===== config.mk =====
export PLATFORM = sky130hd
export DESIGN_NAME = sev_seg_scan
export DESIGN_NICKNAME = d
export VERILOG_FILES = /design/src/rtl/sev_seg_pkg.sv /design/src/rtl/sev_seg_decode.sv /design/src/rtl/sev_seg_scan.sv
export SDC_FILE = /design/constraint.sdc
export NUM_CORES = 1
export LEC_CHECK = 0
export CAP_MARGIN = 20
export CORE_MARGIN = 2
export CORE_UTILIZATION = 54
export DETAILED_ROUTE_END_ITERATION = 10
export PLACE_DENSITY = 0.8
export SETUP_SLACK_MARGIN = 0.4
export SLEW_MARGIN = 20
export SYNTH_ARGS = -nofsm -noshare
export SYNTH_HDL_FRONTEND = slang
export SYNTH_SLANG_ARGS = --single-unit

===== constraint.sdc =====
create_clock -name clk -period 4.2 [get_ports clk]
set_clock_uncertainty 0.05 [all_clocks]
set_input_delay 0.84 -clock clk [delete_from_list [all_inputs] [get_ports clk]]
set_output_delay 0.84 -clock clk [all_outputs]
set_load 0.02 [all_outputs]

===== src/rtl/sev_seg_pkg.sv =====
// Shared types, constants and segment lookup for the seven-segment scanner.
// Leading-zero blanking is enabled by defining SEV_SEG_LZ_BLANK_EN.
package sev_seg_pkg;

    localparam logic [3:0] CODE_DASH  = 4'd10;
    localparam logic [3:0] CODE_BLANK = 4'd15;
    localparam logic [6:0] SEG_OFF    = 7'h7F;
    localparam logic [7:0] ANODE_OFF  = 8'hFF;

    typedef logic [3:0] digit_code_t;

    typedef enum logic {
        BLANK,
        DRIVE
    } scan_state_t;

    // Active-low, bit0=a .. bit6=g
    function automatic logic [6:0] seg_decode(digit_code_t c);
        case (c)
            4'd0:       return 7'h40;
            4'd1:       return 7'h79;
            4'd2:       return 7'h24;
            4'd3:       return 7'h30;
            4'd4:       return 7'h19;
            4'd5:       return 7'h12;
            4'd6:       return 7'h02;
            4'd7:       return 7'h78;
            4'd8:       return 7'h00;
            4'd9:       return 7'h10;
            CODE_DASH:  return 7'h3F;
            CODE_BLANK: return SEG_OFF;
            default:    return SEG_OFF;
        endcase
    endfunction

endpackage


===== src/rtl/sev_seg_decode.sv =====
// Digit code to active-low segment lookup with a forced-blank qualifier.
module sev_seg_decode
    import sev_seg_pkg::*;
(
    input  digit_code_t code,
    input  logic        blank,
    output logic [6:0]  seg
);

    assign seg = blank ? SEG_OFF : seg_decode(code);

endmodule


===== src/rtl/sev_seg_scan.sv =====
// 8-digit multiplexed seven-segment scanner with frame snapshot and guard.
// Define SEV_SEG_LZ_BLANK_EN to suppress leading zeros.
module sev_seg_scan
    import sev_seg_pkg::*;
#(
    parameter int SCAN_DIV  = 100000,
    parameter int GUARD_CYC = 2000
) (
    input  logic        clk,
    input  logic        reset_n,
    input  logic [31:0] digits_i,
    input  logic        en,
    output logic [6:0]  out_num,
    output logic [7:0]  out_dis,
    output logic        frame_start
);

    localparam int PW = (SCAN_DIV > 2) ? $clog2(SCAN_DIV) : 1;
    localparam logic [PW-1:0] LAST = PW'(SCAN_DIV - 1);
    localparam logic [PW-1:0] GEND = PW'(GUARD_CYC - 1);

    logic [PW-1:0] presc;
    logic [2:0]    idx;
    logic [2:0]    idx_nxt;
    logic [31:0]   snap;
    logic [31:0]   snap_nxt;
    logic          first;
    scan_state_t   state;
    logic          tick;
    logic          guard_end;
    logic          take;
    logic          load_num;
    logic          lz;
    digit_code_t   code_nxt;
    logic [6:0]    seg;

    assign tick      = (presc == LAST);
    assign guard_end = (presc == GEND);
    assign take      = first | (tick & (idx == 3'd7));
    assign idx_nxt   = tick ? idx + 3'd1 : idx;
    assign snap_nxt  = take ? digits_i : snap;
    assign code_nxt  = snap_nxt[{idx_nxt, 2'b00} +: 4];

    // Segments are only reloaded while the anodes are (or go) dark
    assign load_num = first | tick | ((state == BLANK) & ~guard_end);

`ifdef SEV_SEG_LZ_BLANK_EN
    always_comb begin
        lz = (idx_nxt != 3'd7);
        for (int j = 0; j < 7; j++) begin
            if (j <= int'(idx_nxt) && snap_nxt[4*j +: 4] != 4'd0) begin
                lz = 1'b0;
            end
        end
    end
`else
    assign lz = 1'b0;
`endif

    sev_seg_decode u_dec (
        .code  (code_nxt),
        .blank (lz),
        .seg   (seg)
    );

    always_ff @(posedge clk or negedge reset_n) begin
        if (!reset_n) begin
            presc       <= '0;
            idx         <= '0;
            snap        <= '0;
            first       <= 1'b1;
            state       <= BLANK;
            out_num     <= SEG_OFF;
            out_dis     <= ANODE_OFF;
            frame_start <= 1'b0;
        end else begin
            first       <= 1'b0;
            frame_start <= take;
            snap        <= snap_nxt;
            idx         <= idx_nxt;
            presc       <= tick ? '0 : presc + PW'(1);
            if (load_num) begin
                out_num <= seg;
            end
            if (tick) begin
                state   <= BLANK;
                out_dis <= ANODE_OFF;
            end else if (state == DRIVE || guard_end) begin
                state   <= DRIVE;
                out_dis <= en ? ~(8'd1 << idx) : ANODE_OFF;
            end else begin
                out_dis <= ANODE_OFF;
            end
        end
    end

endmodule


Yosys cells after proc, flatten, opt, wreduce, memory -nomap -nowiden --
Memory sizes are Yosys's and may differ from the RTL's. A register that Yosys moved wholly into a read port is not among the register bits. Index checks and enable logic that the tools add are counted.
Storage, ports and cells: bits in read-only memories 112, latch bits 0, register bits after elaboration 63, output and inout bits 16, RAM bits 0, word-level logic and storage cells 34, memories kept 1
Memory list:
- (no name shown) | depth 16, width 7, read ports 1, clocked after memory_dff 1, write ports 0, line sev_seg_pkg.sv:19 | case (c)
Operators by class: multiply operators 0, divide/modulo/power cells 0, multiplexer cells 8, reduce and logical (&&, ||, !) cells 3, eq/ne operators 3, shift operators 2, $add $sub $neg 2, bitwise operators 8, $lt $le $gt $ge 0
Operators by type and width (number):
- 32-bit two-way mux | 1
- 32-bit by 6-bit indexed part select with 4-bit output | 1
- 8-bit two-way mux | 3
- 17-bit by 1-bit adder with 17-bit output, second input constant | 1
- 17-bit by 11-bit == test with 1-bit output, second input constant | 1
- 17-bit == test, second input constant | 1
- 17-bit two-way mux | 1
- 8-bit NOT | 1
- 1-bit by 3-bit left shift with 8-bit output, first input constant | 1
- 3-bit by 1-bit adder with 3-bit output, second input constant | 1
- 3-bit == test, second input constant | 1
- 3-bit two-way mux | 1
- 1-bit bitwise OR | 3
- 1-bit bitwise AND | 2
- 1-bit two-way mux | 2
- 1-bit NOT | 2
- 2-bit nonzero test | 1
- 1-bit logical NOT | 1
- 1-bit logical OR | 1

Longest topological paths before layout --
depth in word-level cells 5, depth in mapped cells 16

Hierarchy --
A second synthesis with hierarchy kept.
Unflattened totals: cell total of the unflattened synthesis 327, area total of the unflattened synthesis 3577.2 sq um
By module, submodules not included:
- sev_seg_scan | cells each 293, area an instance 3347.0 sq um, times used 1
- sev_seg_decode | cells each 34, area an instance 230.2 sq um, times used 1

Least setup slack after synthesis --
Ideal clock, no wire load.
path type register to register, start register presc[0], end register out_num[2], data required time 4073 ps, clock period less this slack 3783 ps, library setup time 77 ps, path slack 417 ps, cell stages (with the launch flop) 17, data arrival time 3656 ps, path through dfrtp_1 -> ha_1 -> and4_1 -> and3_1 -> clkbuf_1 -> a31oi_4 -> buf_2 -> buf_2 -> mux2_2 -> mux2i_1 -> o22ai_1 -> nand3b_1 -> inv_1 -> ha_1 -> inv_1 -> or4_1 -> a31oi_1
Between the ends: word-level cells in the longest chain between the ends 5, elaborated cells between the ends (all ways) 11, those cells by class 2 x eq/ne; 1 x shift; 2 x mux; 6 x bitwise
Ends and longest elaborated chain:
- start, declared | line sev_seg_scan.sv:22 | logic [PW-1:0] presc;
- start signal, assigned | line sev_seg_scan.sv:81 | presc <= tick ? '0 : presc + PW'(1);
- 17-bit == test | line sev_seg_scan.sv:37 | assign tick = (presc == LAST);
- 1-bit bitwise AND | line sev_seg_scan.sv:39 | assign take = first | (tick & (idx == 3'd7));
- 1-bit bitwise OR | line sev_seg_scan.sv:39
- 32-bit two-way mux | line sev_seg_scan.sv:41 | assign snap_nxt = take ? digits_i : snap;
- net snap_nxt[12] | line sev_seg_scan.sv:26 | logic [31:0] snap_nxt;
- 32-bit by 6-bit indexed part select with 4-bit output | line sev_seg_scan.sv:42 | assign code_nxt = snap_nxt[{idx_nxt, 2'b00} +: 4];
- end, declared | line sev_seg_scan.sv:13 | output logic [6:0] out_num,
The timed path passes the listed nets, and every way through them passes these cells. A chain may end at the register's enable or synchronous reset.

Worst setup path after layout --
start register presc[13], end register out_num[2]
Between the ends: word-level cells in the longest chain between the ends 5, elaborated cells between the ends (all ways) 11, those cells by class 2 x eq/ne; 1 x shift; 2 x mux; 6 x bitwise
Ends and longest elaborated chain (line):
- 17-bit == test | sev_seg_scan.sv:37
- 1-bit bitwise AND | sev_seg_scan.sv:39
- 1-bit bitwise OR | sev_seg_scan.sv:39
- 32-bit two-way mux | sev_seg_scan.sv:41
- 32-bit by 6-bit indexed part select with 4-bit output | sev_seg_scan.sv:42
Several ways; a longest one is shown, not always the timed one.

==> impl_metrics.toml <==
[finish]
area_used_by_sequential_logic_in_the_layout_um2 = 1772
footprint_of_the_multi_input_gates_um2 = 1603
finalInstanceArea_um2 = 4322
fill_cells = 483
post_route_cells_drive_above_1_share = 0.2370
layout.core_utilization = 0.6845
synthToLayoutAreaGrowth_pct = 23.80
final_net_count = 426
num_antenna_cells = 0

[worst_hold_path]
worst_hold_startpoint = "snap[26]"
min_delay_path_depth = 2
hold_path_end = "snap[26]"
hp-class = "reg -> reg"

[synth]
yosys_warnings = 0
synth_top_flop_cell = "sky130_fd_sc_hd__dfrtp_1"
synth_area_leader_cell = "sky130_fd_sc_hd__dfrtp_1"
synthDistinctLibCells = 54
synth_async_sr_flop_share = 1.000
synthTopCellsByArea = "sky130_fd_sc_hd__dfrtp_1 39%, sky130_fd_sc_hd__dfstp_2 12%, sky130_fd_sc_hd__mux2_2 6.8%"
synth.avg_cell_area_um2 = 11.19
synth.ff_latch_count = 70
synth-edff-count = 0
netlist.area_leader.share = 0.3871
syn_inst = 312
synth.net_count = 359
synth_area_um2 = 3491
yosysSeqAreaShare = 0.5075

[timing]
totalNegativeSetupSlack_ns = 0
maxSlewViolCount = 0
tightest_slew_ns = 0.8340
setup_viol_count_final = 0
finalCriticalPeriod_ns = 3.687
hold_viol = 0
rsz_0062_raised_after_global_routing = "no"
worst_slack_ns = 0.5132
fmax_mhz = 271.2
timing.final.crit_share = 0.8778
max_slew_margin = 0.4440

[routing]
drt-initial-drc-count = 127
number_of_detailed_route_iterations_in_the_first_pass = 4
route.detailed.vias_per_inst = 5.503
totalWireLength_mm = 7.163
dr_total_vias = 2537
antenna_violating_nets_post_route = 0
post_drt_wl_per_cell_um = 15.54
drt_drc_violations_left = 0

[pwr]
combPwrFrac = 0.143
powerDensity_nw_per_um2 = 330.0
vdd_ir_drop_max_v = 0.0002773
power_leakage_uw = 0.001854
seq_power_share = 0.519
power.clock.fraction = 0.338
power.internal_uw = 1056
swShare = 0.2593
switchingPower_uw = 369.8

[global_route]
first_global_vias = 2516
antenna_found_initial = 0
globalRouteTotalUtil = 0.2121
largest_net_degree_at_the_start_of_global_routing = 40
grt_first_pass_wirelength_mm = 11.86
grt_remaining_overflow = 0

[worst_setup_path]
worst-r2r-setup-slack_ns = 0.51
crit_path_arrival_time_ns = 3.91
critPathKind = "reg -> reg"
r2r_cells = 13
crit_path_max_fanout = 10
start_kind = "flop"
critPathCaptureType = "flop"
worst_ep_required_time_ns = 4.43
r2r_start = "presc[13]"
worstReg2RegEnd = "out_num[2]"

[floorplan]
initial_utilization = 0.5529
floorplan.die_area_um2 = 7123
design.core.area_um2 = 6314
row_count = 29
io-pin-count = 51
die_x_um = 84.40
dieHeight_um = 84.40

[place]
finalWeightedCongestion = 0.8271
numPortBuffers = 50
placement.setup.worst_slack_ns = 0.3831
place.detailed.hpwl_mm = 5.167
placed_area_um2 = 4070

[clocking]
cts.htree.levels = 3
ctsRootBufferMaster = "sky130_fd_sc_hd__clkbuf_8"
insertion_delay_ns = 0.35
clock_tree_from_tritoncts = "yes"
worst_setup_hold_path_clk_slew_ns = 0.07
tritoncts_buffers = 9
cts_max_path_buffers = 2
clock-sinks = 70
cts_hold_buf = 0

[run_status]
outcome = "complete, no violations"

[flow_run]
maxCapViolCount = 0
==> final cells by class <==
| type | instances | area share |
|---|---|---|
| Sequential cell | 70 | 0.4100 |
| Multi-Input combinational cell | 219 | 0.3709 |
| Timing Repair Buffer | 64 | 0.1419 |
| Clock buffer | 10 | 0.03185 |
| Tap cell | 77 | 0.02229 |
| Inverter | 15 | 0.01448 |
| Clock inverter | 6 | 0.008686 |
==> worst max-delay path by stage <==
stage                         start         end  depth (start not counted)
after floorplan            presc[0]  out_num[2]                         16
after global placement     presc[0]  out_num[2]                         14
after detailed placement   presc[0]  out_num[2]                         14
after CTS                 presc[13]  out_num[2]                         13
after global routing      presc[13]  out_num[2]                         13
final                     presc[13]  out_num[2]                         13
==> power by group through the flow <==
stage	logic (uW)	clock network (uW)	registers (uW)
finish	204	482	741
global route	223	516	745
CTS	201	489	741
detailed placement	200	0	753
global placement	196	0	751
floorplan	93.9	0	766
==> stage by stage <==
stage | hold WS (ns) | total power, uW | cells
2_1_floorplan | 0.3823 | 859.7 | 312
3_5_place_dp | 0.4105 | 952.7 | 435
3_3_place_gp | 0.4011 | 946.9 | 435
5_1_grt | 0.4551 | 1484 | 461
4_1_cts | 0.4280 | 1431 | 451
6_report | 0.4287 | 1426 | 461
==> worst max-delay path: stages, from the launching register on <==
cell and delay [ns]:
sky130_fd_sc_hd__dfrtp_1 0.41, sky130_fd_sc_hd__or4b_4 0.55, sky130_fd_sc_hd__or4b_4 0.54, sky130_fd_sc_hd__nor3_4 0.24, sky130_fd_sc_hd__nor2_4 0.11, sky130_fd_sc_hd__clkinv_4 0.12
sky130_fd_sc_hd__mux2i_1 0.19, sky130_fd_sc_hd__o22ai_1 0.09, sky130_fd_sc_hd__nand3b_1 0.28, sky130_fd_sc_hd__inv_2 0.13, sky130_fd_sc_hd__ha_1 0.18, sky130_fd_sc_hd__inv_1 0.05
sky130_fd_sc_hd__or4_1 0.51, sky130_fd_sc_hd__a31oi_1 0.18
==> per-layer routing <==
metal / up-vias / global-route usage / share of wire
li1: 1225 / - / -
met1: 1234 / 0.2789 / 0.45
met2: 70 / 0.3506 / 0.49
met3: 8 / 0.04031 / 0.041
met4: 0 / 0.08225 / 0.016
met5: - / 0 / 0
==> synth_stat cells, drive strengths merged (2+ instances only) <==
cell     count
and2         3
a31oi        2
or3          7
inv         13
nand4        5
dfstp       16
o21ai        8
a21oi        9
nor4b        2
nand2       39
mux2        26
or4b         2
nor3         8
o2bb2ai      2
and3         4
xnor2        7
nor2        28
ha          12
clkinv       2
a211oi       4
o22ai        2
dfrtp       54
buf          7
nand3       14
mux2i       13
xor2         6
a41oi        2
==> cells by family (layout without fill, tap and decap cells) <==
group,Yosys count,after routing,share of synthesized area
fa+ha+maj,12,12,0.04301
other cells,1,1,0.001074
mux,39,39,0.1233
buf+inv,23,95,0.03369
flops,70,70,0.5075
compound gates,36,36,0.08137
simple gates,118,118,0.1774
xor+xnor,13,13,0.03262
==> registers in the layout (all words and copies together) (netlist names) <==
register     cells
state            1
out_dis          8
snap            32
out_num          7
presc           17
first            1
frame_start      1
idx              3
==> repair_timing <==
item                                    in CTS  in global routing
endpoints found under the setup margin       1                  4
setup buffers                                0                 10
hold endpoints to repair                     0                  0
pin swaps                                    1                  3
gates resized for setup                      0                  2
==> layout by cell type, fill, tap and decap left out, types with 4 or more instances in the layout <==
master and instances:
sky130_fd_sc_hd__a211oi_1 4, sky130_fd_sc_hd__clkdlybuf4s50_1 49, sky130_fd_sc_hd__and3_1 4, sky130_fd_sc_hd__xnor2_1 7, sky130_fd_sc_hd__ha_1 12, sky130_fd_sc_hd__nor3_1 7
sky130_fd_sc_hd__dfstp_2 16, sky130_fd_sc_hd__a21oi_1 6, sky130_fd_sc_hd__nand3_1 14, sky130_fd_sc_hd__mux2i_1 13, sky130_fd_sc_hd__buf_4 13, sky130_fd_sc_hd__dfrtp_1 54
sky130_fd_sc_hd__o21ai_0 8, sky130_fd_sc_hd__mux2_2 21, sky130_fd_sc_hd__or3_1 7, sky130_fd_sc_hd__nand4_1 5, sky130_fd_sc_hd__clkbuf_8 10, sky130_fd_sc_hd__nor2_1 25
sky130_fd_sc_hd__inv_1 11, sky130_fd_sc_hd__nand2_1 39, sky130_fd_sc_hd__clkinv_2 4, sky130_fd_sc_hd__xor2_1 6
(Power assumes the default switching activity.)
